$ cat config.mk
export PLATFORM = sky130hd
export DESIGN_NAME = iic_cfg_sequencer
export DESIGN_NICKNAME = d
export VERILOG_FILES = /design/src/rtl/iic_cfg_sequencer.sv
export SDC_FILE = /design/constraint.sdc
export NUM_CORES = 1
export LEC_CHECK = 0
export ABC_AREA = 0
export BUFFER_PORTS_ARGS = -buffer_cell sky130_fd_sc_hd__buf_2
export CORE_MARGIN = 2
export CORE_UTILIZATION = 40
export DETAILED_ROUTE_END_ITERATION = 8
export HOLD_SLACK_MARGIN = 0.02
export MAX_ROUTING_LAYER = met4
export SLEW_MARGIN = 10
export SYNTH_ARGS = -nofsm -noshare
export SYNTH_HDL_FRONTEND = slang
export SYNTH_SLANG_ARGS = --single-unit
$ cat constraint.sdc
create_clock -name iCLK -period 3.3 [get_ports iCLK]
set_clock_uncertainty 0.05 [all_clocks]
set_input_delay 0.33 -clock iCLK [delete_from_list [all_inputs] [get_ports iCLK]]
set_output_delay 0.33 -clock iCLK [all_outputs]
set_load 0.05 [all_outputs]
$ cat src/rtl/iic_cfg_sequencer.sv
// OV7670 configuration sequencer: walks the register LUT, issues each entry
// as one I2C write with NACK retry and inter-write gaps, then serves host writes.
module iic_cfg_sequencer #(
   parameter int unsigned LUT_START  = 2,
   parameter int unsigned LUT_LAST   = 166,
   parameter logic [7:0]  SLAVE_ADDR = 8'h42,
   parameter int unsigned MAX_RETRY  = 3,
   parameter int unsigned GAP_CYCLES = 16,
   parameter int unsigned RST_DELAY  = 4096,
   parameter int unsigned AUTO_START = 1
) (
   input  logic        iCLK,
   input  logic        iRST_N,
   input  logic        start,
   output logic [7:0]  LUT_INDEX,
   input  logic [15:0] LUT_DATA,
   output logic        wr_req,
   output logic [7:0]  wr_addr,
   output logic [15:0] wr_data,
   input  logic        wr_done,
   input  logic        wr_nack,
   input  logic        host_req,
   input  logic [15:0] host_data,
   output logic        host_ack,
   output logic        host_err,
   output logic        cfg_busy,
   output logic        cfg_done,
   output logic        cfg_err
);

   localparam int unsigned GAP_MAX = (RST_DELAY > GAP_CYCLES) ? RST_DELAY : GAP_CYCLES;
   localparam int unsigned GAP_W   = $clog2(GAP_MAX + 1);
   localparam int unsigned RETRY_W = (MAX_RETRY > 0) ? $clog2(MAX_RETRY + 1) : 1;

   typedef enum logic [2:0] {
      S_IDLE, S_FETCH, S_ISSUE, S_WAIT, S_GAP, S_READY, S_HOST, S_ERROR
   } state_t;

   state_t             r_state, w_state_nxt;
   logic [7:0]         r_idx, w_idx;
   logic               r_wr_req, w_wr_req;
   logic [15:0]        r_wr_data, w_wr_data;
   logic [GAP_W-1:0]   r_gap_cnt, w_gap_cnt;
   logic [RETRY_W-1:0] r_retry, w_retry;
   logic               r_host, w_host;
   logic               r_to_issue, w_to_issue;
   logic               r_auto, w_auto;
   logic               r_host_ack, w_host_ack;
   logic               r_host_err, w_host_err;
   logic               r_busy, w_busy;
   logic               r_done, w_done;
   logic               r_err, w_err;

   logic               w_can_retry;
   logic               w_is_last;
   logic               w_is_soft_rst;
   logic               w_restart;

   assign w_can_retry   = (32'(r_retry) < MAX_RETRY);
   assign w_is_last     = (r_idx == 8'(LUT_LAST));
   assign w_is_soft_rst = (r_wr_data[15:8] == 8'h12) && r_wr_data[7];

   // State register
   always_ff @(posedge iCLK or negedge iRST_N) begin
      if (!iRST_N) r_state <= S_IDLE;
      else         r_state <= w_state_nxt;
   end

   // Next-state decode; a simultaneous done+nack is handled as a NACK
   always_comb begin
      w_state_nxt = r_state;
      case (r_state)
         S_IDLE:  if (start || r_auto) w_state_nxt = S_FETCH;
         S_FETCH: w_state_nxt = S_ISSUE;
         S_ISSUE: w_state_nxt = S_WAIT;
         S_WAIT: begin
            if (wr_nack) begin
               w_state_nxt = (w_can_retry || r_host) ? S_GAP : S_ERROR;
            end else if (wr_done) begin
               w_state_nxt = (!r_host && w_is_last) ? S_READY : S_GAP;
            end
         end
         S_GAP: begin
            if (r_gap_cnt == '0) begin
               if (r_to_issue)  w_state_nxt = S_ISSUE;
               else if (r_host) w_state_nxt = S_READY;
               else             w_state_nxt = S_FETCH;
            end
         end
         S_READY: begin
            if (start)         w_state_nxt = S_FETCH;
            else if (host_req) w_state_nxt = S_HOST;
         end
         S_HOST:  w_state_nxt = S_ISSUE;
         S_ERROR: if (start) w_state_nxt = S_FETCH;
         default: w_state_nxt = S_IDLE;
      endcase
   end

   // Next values of the datapath and registered outputs
   always_comb begin
      w_idx      = r_idx;
      w_wr_data  = r_wr_data;
      w_gap_cnt  = r_gap_cnt;
      w_retry    = r_retry;
      w_host     = r_host;
      w_to_issue = r_to_issue;
      w_auto     = r_auto;
      w_host_ack = 1'b0;
      w_host_err = 1'b0;
      w_busy     = r_busy;
      w_done     = r_done;
      w_err      = r_err;
      w_wr_req   = (w_state_nxt == S_ISSUE) || (w_state_nxt == S_WAIT);

      w_restart = (w_state_nxt == S_FETCH) &&
                  ((r_state == S_IDLE) || (r_state == S_READY) || (r_state == S_ERROR));
      if (w_restart) begin
         w_idx  = 8'(LUT_START);
         w_busy = 1'b1;
         w_done = 1'b0;
         w_err  = 1'b0;
         w_auto = 1'b0;
         w_host = 1'b0;
      end

      case (r_state)
         S_FETCH: begin
            w_wr_data  = LUT_DATA;
            w_retry    = '0;
            w_to_issue = 1'b0;
         end
         S_READY: begin
            if (w_state_nxt == S_HOST) begin
               w_wr_data = host_data;
               w_host    = 1'b1;
            end
         end
         S_HOST: begin
            w_retry    = '0;
            w_to_issue = 1'b0;
         end
         S_WAIT: begin
            if (wr_nack) begin
               if (w_can_retry) begin
                  w_retry    = r_retry + RETRY_W'(1);
                  w_gap_cnt  = GAP_W'(GAP_CYCLES);
                  w_to_issue = 1'b1;
               end else if (r_host) begin
                  w_host_ack = 1'b1;
                  w_host_err = 1'b1;
                  w_gap_cnt  = GAP_W'(GAP_CYCLES);
                  w_to_issue = 1'b0;
               end else begin
                  w_err  = 1'b1;
                  w_busy = 1'b0;
               end
            end else if (wr_done) begin
               w_to_issue = 1'b0;
               if (r_host) begin
                  w_host_ack = 1'b1;
                  w_gap_cnt  = GAP_W'(GAP_CYCLES);
               end else if (w_is_last) begin
                  w_done = 1'b1;
                  w_busy = 1'b0;
               end else begin
                  w_idx     = r_idx + 8'd1;
                  w_gap_cnt = w_is_soft_rst ? GAP_W'(RST_DELAY) : GAP_W'(GAP_CYCLES);
               end
            end
         end
         S_GAP: begin
            if (r_gap_cnt != '0)              w_gap_cnt = r_gap_cnt - GAP_W'(1);
            else if (w_state_nxt == S_READY) w_host    = 1'b0;
         end
         default: ;
      endcase
   end

   // Datapath and output registers
   always_ff @(posedge iCLK or negedge iRST_N) begin
      if (!iRST_N) begin
         r_idx      <= 8'(LUT_START);
         r_wr_req   <= 1'b0;
         r_wr_data  <= '0;
         r_gap_cnt  <= '0;
         r_retry    <= '0;
         r_host     <= 1'b0;
         r_to_issue <= 1'b0;
         r_auto     <= 1'(AUTO_START != 0);
         r_host_ack <= 1'b0;
         r_host_err <= 1'b0;
         r_busy     <= 1'b0;
         r_done     <= 1'b0;
         r_err      <= 1'b0;
      end else begin
         r_idx      <= w_idx;
         r_wr_req   <= w_wr_req;
         r_wr_data  <= w_wr_data;
         r_gap_cnt  <= w_gap_cnt;
         r_retry    <= w_retry;
         r_host     <= w_host;
         r_to_issue <= w_to_issue;
         r_auto     <= w_auto;
         r_host_ack <= w_host_ack;
         r_host_err <= w_host_err;
         r_busy     <= w_busy;
         r_done     <= w_done;
         r_err      <= w_err;
      end
   end

   assign LUT_INDEX = r_idx;
   assign wr_req    = r_wr_req;
   assign wr_addr   = SLAVE_ADDR;
   assign wr_data   = r_wr_data;
   assign host_ack  = r_host_ack;
   assign host_err  = r_host_err;
   assign cfg_busy  = r_busy;
   assign cfg_done  = r_done;
   assign cfg_err   = r_err;

endmodule

==> results of run 1 <==
cells by family after synthesis:
logic type	Yosys count	synth area share, %
fa+ha+maj	5	2.25
simple gates	112	21.4
flops	51	46.0
xor+xnor	8	2.52
mux	20	7.34
buf+inv	27	4.95
compound gates	65	15.2
other cells	2	0.270
worst max-delay path, stage by stage (launching register included):
cell and delay (ps):
dfstp_2 590, ha_1 160, nand4b_1 140, o41ai_2 490, a21oi_1 320, or4_1 520, nand2_1 70
area by class of cell:
class                      instances  area, um2
clock inverter                     1       5.00
timing repair buffer              70        358
fill                             669       3510
sequential                        51       1280
multi-input combinational        218       1400
tap                               80        100
inverter                           8       30.0
clock buffer                       7       76.3
cell usage after synthesis, types with 4 or more instances:
cell       n  area share, %
inv_1      8            1.1
a21oi_1   27            4.9
dfrtp_1   49             44
ha_1       5            2.3
o211ai_1   9            2.4
xor2_1     7            2.2
or4_1      8            2.2
o21ai_0    8            1.4
clkbuf_1   8            1.1
nor4_1     5            1.1
nand2b_1   7            1.6
nor2_1    38            5.1
nand3b_1   4            1.1
buf_4      9            2.4
nand2_1   18            2.4
mux2i_1   17            6.1
nand3_1    9            1.6
final timing paths:
check	slack, ps	to	depth (start not counted)	from
worst min register to register	440	cfg_err	2	cfg_err
worst max register to register	900	r_gap_cnt[11]	6	LUT_INDEX[1]
worst min-delay path	60	host_err	1	iRST_N
worst max-delay path	900	r_gap_cnt[11]	6	LUT_INDEX[1]
max in group asynchronous	2390	wr_data[6]	2	iRST_N
min in group iCLK	270	wr_data[6]	3	host_data[6]
stage by stage:
stage               area, um2  worst slack [ps]  utilization (%)
finish                   3240               895             48.0
global route             3240               704             48.0
global placement         3160               998             46.8
detailed placement       3160               923             46.8
CTS                      3240               889             48.0
floorplan                2800               977                -
report_power, final:
group	switching (mW)	internal (mW)	total [mW]
sequential	0.222	0.840	1.06
clock	0.205	0.149	0.354
combinational	1.01	0.454	1.47
registers in the layout (all words and copies together) (netlist names):
signal      cells
LUT_INDEX       8
cfg_busy        1
cfg_done        1
cfg_err         1
host_ack        1
host_err        1
r_auto          1
r_gap_cnt      13
r_host          1
r_retry         2
r_state         3
r_to_issue      1
wr_data        16
wr_req          1
metal layers:
layer | track usage [%] | up-vias | part of all wire (%)
met5 | - | - | 0
met4 | 4.20 | 0 | 0.83
met3 | 3.79 | 5 | 5.5
met2 | 28.1 | 67 | 48
met1 | 22.7 | 1102 | 46
li1 | - | 1154 | -
==> flow_summary.json, run 1 <==
{
  "slew_violations": 0,
  "cp-end-kind": "flip-flop",
  "antenna_found_initial": 0,
  "cts_setup_buffers": 0,
  "irDropWorstVdd_mv": 0.426,
  "status": "finished clean",
  "overflow": 0,
  "rsz0062_at_grt": "false",
  "clock.fmax_mhz": 416,
  "area_growth_pct": 16.8,
  "ys_seq_area_share_pct": 46.0,
  "worst_slew_pin_slew_ps": 1030,
  "antenna_cells": 0,
  "crit_type": "flip-flop to flip-flop",
  "start_kind": "flip-flop",
  "dr.first_iter.drc_count": 128,
  "period_needed_ps": 2400,
  "ys.warnings.count": 0,
  "drive_gt1_share_pct": 24.8,
  "fin_nets": 397,
  "async_flop_share_pct": 100,
  "setup_violations": 0,
  "synth_edf_count": 0,
  "max_slew_margin_pct": 31.2,
  "holdCritPathClass": "primary input to asynchronous set/reset pin",
  "hold_viol": 0,
  "fin_cells": 435,
  "cts-buffers-inserted": 5,
  "grt_pass1_wl_mm": 10.3,
  "clockRootBuffer": "clkbuf_8",
  "setup_tns_ps": 0,
  "dp_hpwl_mm": 4.48,
  "cts.sinks": 51,
  "final_cell_mix": "buf_2 (67), dfrtp_1 (49), nor2_1 (38), a21oi_1 (27), nand2_1 (18)",
  "vias_per_cell": 5.35,
  "die_h_um": 87.3,
  "drc": 0,
  "core_region_area_um2": 6760,
  "synth_ff_type": "dfrtp_1",
  "grt_max_degree": 36,
  "fp.dieW_um": 87.3,
  "cts.repair.resized": 0,
  "clk_latency_ps": 300,
  "place_inst": 427,
  "worstPathMaxFanout": 10,
  "routed_wl_mm": 6.11,
  "yosys_register_bits": 51,
  "dieArea_um2": 7630,
  "final_antenna_net_count": 0,
  "routedWlPerCell_um": 14.1,
  "clkSlewWorstSetupHoldPaths_ps": 90,
  "synth_area_per_cell_um2": 9.58,
  "fin_hold_ws_ps": 55.7,
  "netlist_area_um2": 2780,
  "period_share_pct": 72.9,
  "first_global_vias": 2212,
  "dr.pass1.iters": 4,
  "io_buffer_count": 67,
  "cts_max_path_buffers": 2,
  "yosysUniqueCellTypes": 52,
  "cts_max_level": 2,
  "p_leak_nw": 1.58,
  "cts_hold_buf": 0,
  "cts_tree": "done",
  "p_per_area_nw_per_um2": 889,
  "maxCapViolCount": 0,
  "std_cell_rows": 30,
  "power_mw": 2.88,
  "track_usage_pct": 17.5,
  "cp.arrival_ps": 2600,
  "vias": 2328,
  "place_congestion": 0.796,
  "synthesis.instances": 290,
  "start_util_pct": 41.1,
  "final_common_cell": "buf_2",
  "io_pins": 76,
  "crit_required_ps": 3500
}
(Power assumes the default switching activity.)
==> run 2: changes to the inputs <==
- PLACE_DENSITY: not set -> 0.66
- clock period: 3.3 -> 2.1 ns (I/O delays scaled with it)
==> run 2 against run 1 <==
Sequential share of layout area decreased by 2.7 points. Fmax increased by 17%. Count of clock-buffer cells in the layout decreased by 1. Via count increased by 5.2%. Sequential power increased by 53%. Critical endpoint is now r_gap_cnt[7]. Highest routed layer unchanged.
==> flow_summary.json, run 2 (synthesis gave the netlist of run 1 again) <==
{
  "grt_pass1_wl_mm": 10.8,
  "core_region_area_um2": 6760,
  "clkSlewWorstSetupHoldPaths_ps": 100,
  "p_per_area_nw_per_um2": 1430,
  "maxCapViolCount": 0,
  "status": "finished clean",
  "irDropWorstVdd_mv": 0.865,
  "holdCritPathClass": "primary input to flip-flop",
  "dpl_cell_area_um2": 3330,
  "final_util_pct": 51.7,
  "clockRootBuffer": "clkbuf_8",
  "crit_type": "flip-flop to flip-flop",
  "fill_cells": 628,
  "dr.first_iter.drc_count": 96,
  "cp-end-kind": "flip-flop",
  "grt_max_degree": 33,
  "finalWorstSetupSlack_ps": 45.2,
  "dieArea_um2": 7630,
  "place_ws_ps": -2.83,
  "rsz0062_at_grt": "true",
  "cts_tree": "done",
  "dp_hpwl_mm": 4.87,
  "io_pins": 76,
  "period_needed_ps": 2050,
  "fp.dieW_um": 87.3,
  "multi_input_area_um2": 1450,
  "drive_gt1_share_pct": 30.6,
  "routedWlPerCell_um": 14.4,
  "worst_slew_pin_slew_ps": 530,
  "cts.sinks": 51,
  "area_growth_pct": 25.9,
  "track_usage_pct": 18.5,
  "antenna_found_initial": 0,
  "place_inst": 445,
  "max_slew_margin_pct": 64.7,
  "routed_wl_mm": 6.58,
  "hold_viol": 0,
  "cts_max_path_buffers": 2,
  "setup_violations": 0,
  "setup_tns_ps": 0,
  "final_antenna_net_count": 0,
  "worstPathMaxFanout": 5,
  "power_frac_seq_pct": 32.5,
  "fin_cells": 456,
  "clk_latency_ps": 310,
  "antenna_cells": 0,
  "final_cell_mix": "buf_2 (67), dfrtp_1 (48), nor2_1 (38), a21oi_1 (26), buf_4 (23)",
  "cts_max_level": 2,
  "p_leak_nw": 1.70,
  "crit_required_ps": 2300,
  "fin_nets": 418,
  "io_buffer_count": 67,
  "slew_violations": 0,
  "power.clock.fraction_pct": 13.7,
  "power.net_switching_mw": 2.39,
  "p_comb_share_pct": 53.9,
  "clock.fmax_mhz": 487,
  "swShare_pct": 47.9,
  "dr.pass1.iters": 4,
  "place_congestion": 0.859,
  "cts-buffers-inserted": 5,
  "largest_reg_flops": 16,
  "ff2ff_setup_slack_ps": 50,
  "power_mw": 5.00,
  "drc": 0,
  "vias": 2449,
  "first_global_vias": 2336,
  "final_common_cell": "buf_2",
  "period_share_pct": 97.8,
  "start_util_pct": 41.1,
  "fin_hold_ws_ps": 141,
  "seqCellArea_um2": 1280,
  "std_cell_rows": 30,
  "overflow": 0,
  "final_area_um2": 3500,
  "p_int_mw": 2.60,
  "vias_per_cell": 5.37,
  "die_h_um": 87.3,
  "start_kind": "flip-flop",
  "cp.arrival_ps": 2260
}
## run 2: worst paths after layout
check,end,depth (start not counted),from
worst max-delay path,r_gap_cnt[7],4,r_gap_cnt[3]
max in group asynchronous,r_auto,3,iRST_N
worst min register to register,r_auto,1,r_auto
min in group asynchronous,r_gap_cnt[7],2,iRST_N
worst max register to register,r_gap_cnt[7],4,r_gap_cnt[3]
worst min-delay path,wr_data[9],3,host_data[9]
## run 2: what timing repair did
item	4_1_cts	5_1_grt
buffers inserted	1	1
hold buffers	1	0
gates resized for setup	2	4
pin swaps	3	3
setup endpoints to repair	1	9
endpoints found under the hold margin	21	0
## run 2: layout make-up
type	count	area share [%]
Clock inverter	2	1.07
Tap cell	80	2.86
Multi-Input combinational cell	218	41.6
Inverter	8	0.859
Sequential cell	51	36.7
Timing Repair Buffer	91	14.8
Clock buffer	6	2.08
## run 2: per-layer routing
layer	vias to the layer above	track usage [%]	part of all wire (%)
met5	-	-	0
met1	1168	24.6	47
met3	6	4.27	5.0
li1	1199	-	-
met2	76	28.8	48
met4	0	4.62	0.87
## run 2: critical path: stages, from the launching register on
cell     delay [ps]
dfrtp_1         420
or4_4           560
or4_4           430
or4_1           470
nand2_1          70
## run 2: power by group through the flow
stage / clock network [mW] / logic (mW) / registers (mW)
after detailed placement: 0 / 2.62 / 1.62
after CTS: 0.702 / 2.63 / 1.62
final: 0.683 / 2.69 / 1.62
after global routing: 0.739 / 2.91 / 1.66
after global placement: 0 / 2.57 / 1.62
after floorplan: 0 / 1.17 / 2.28
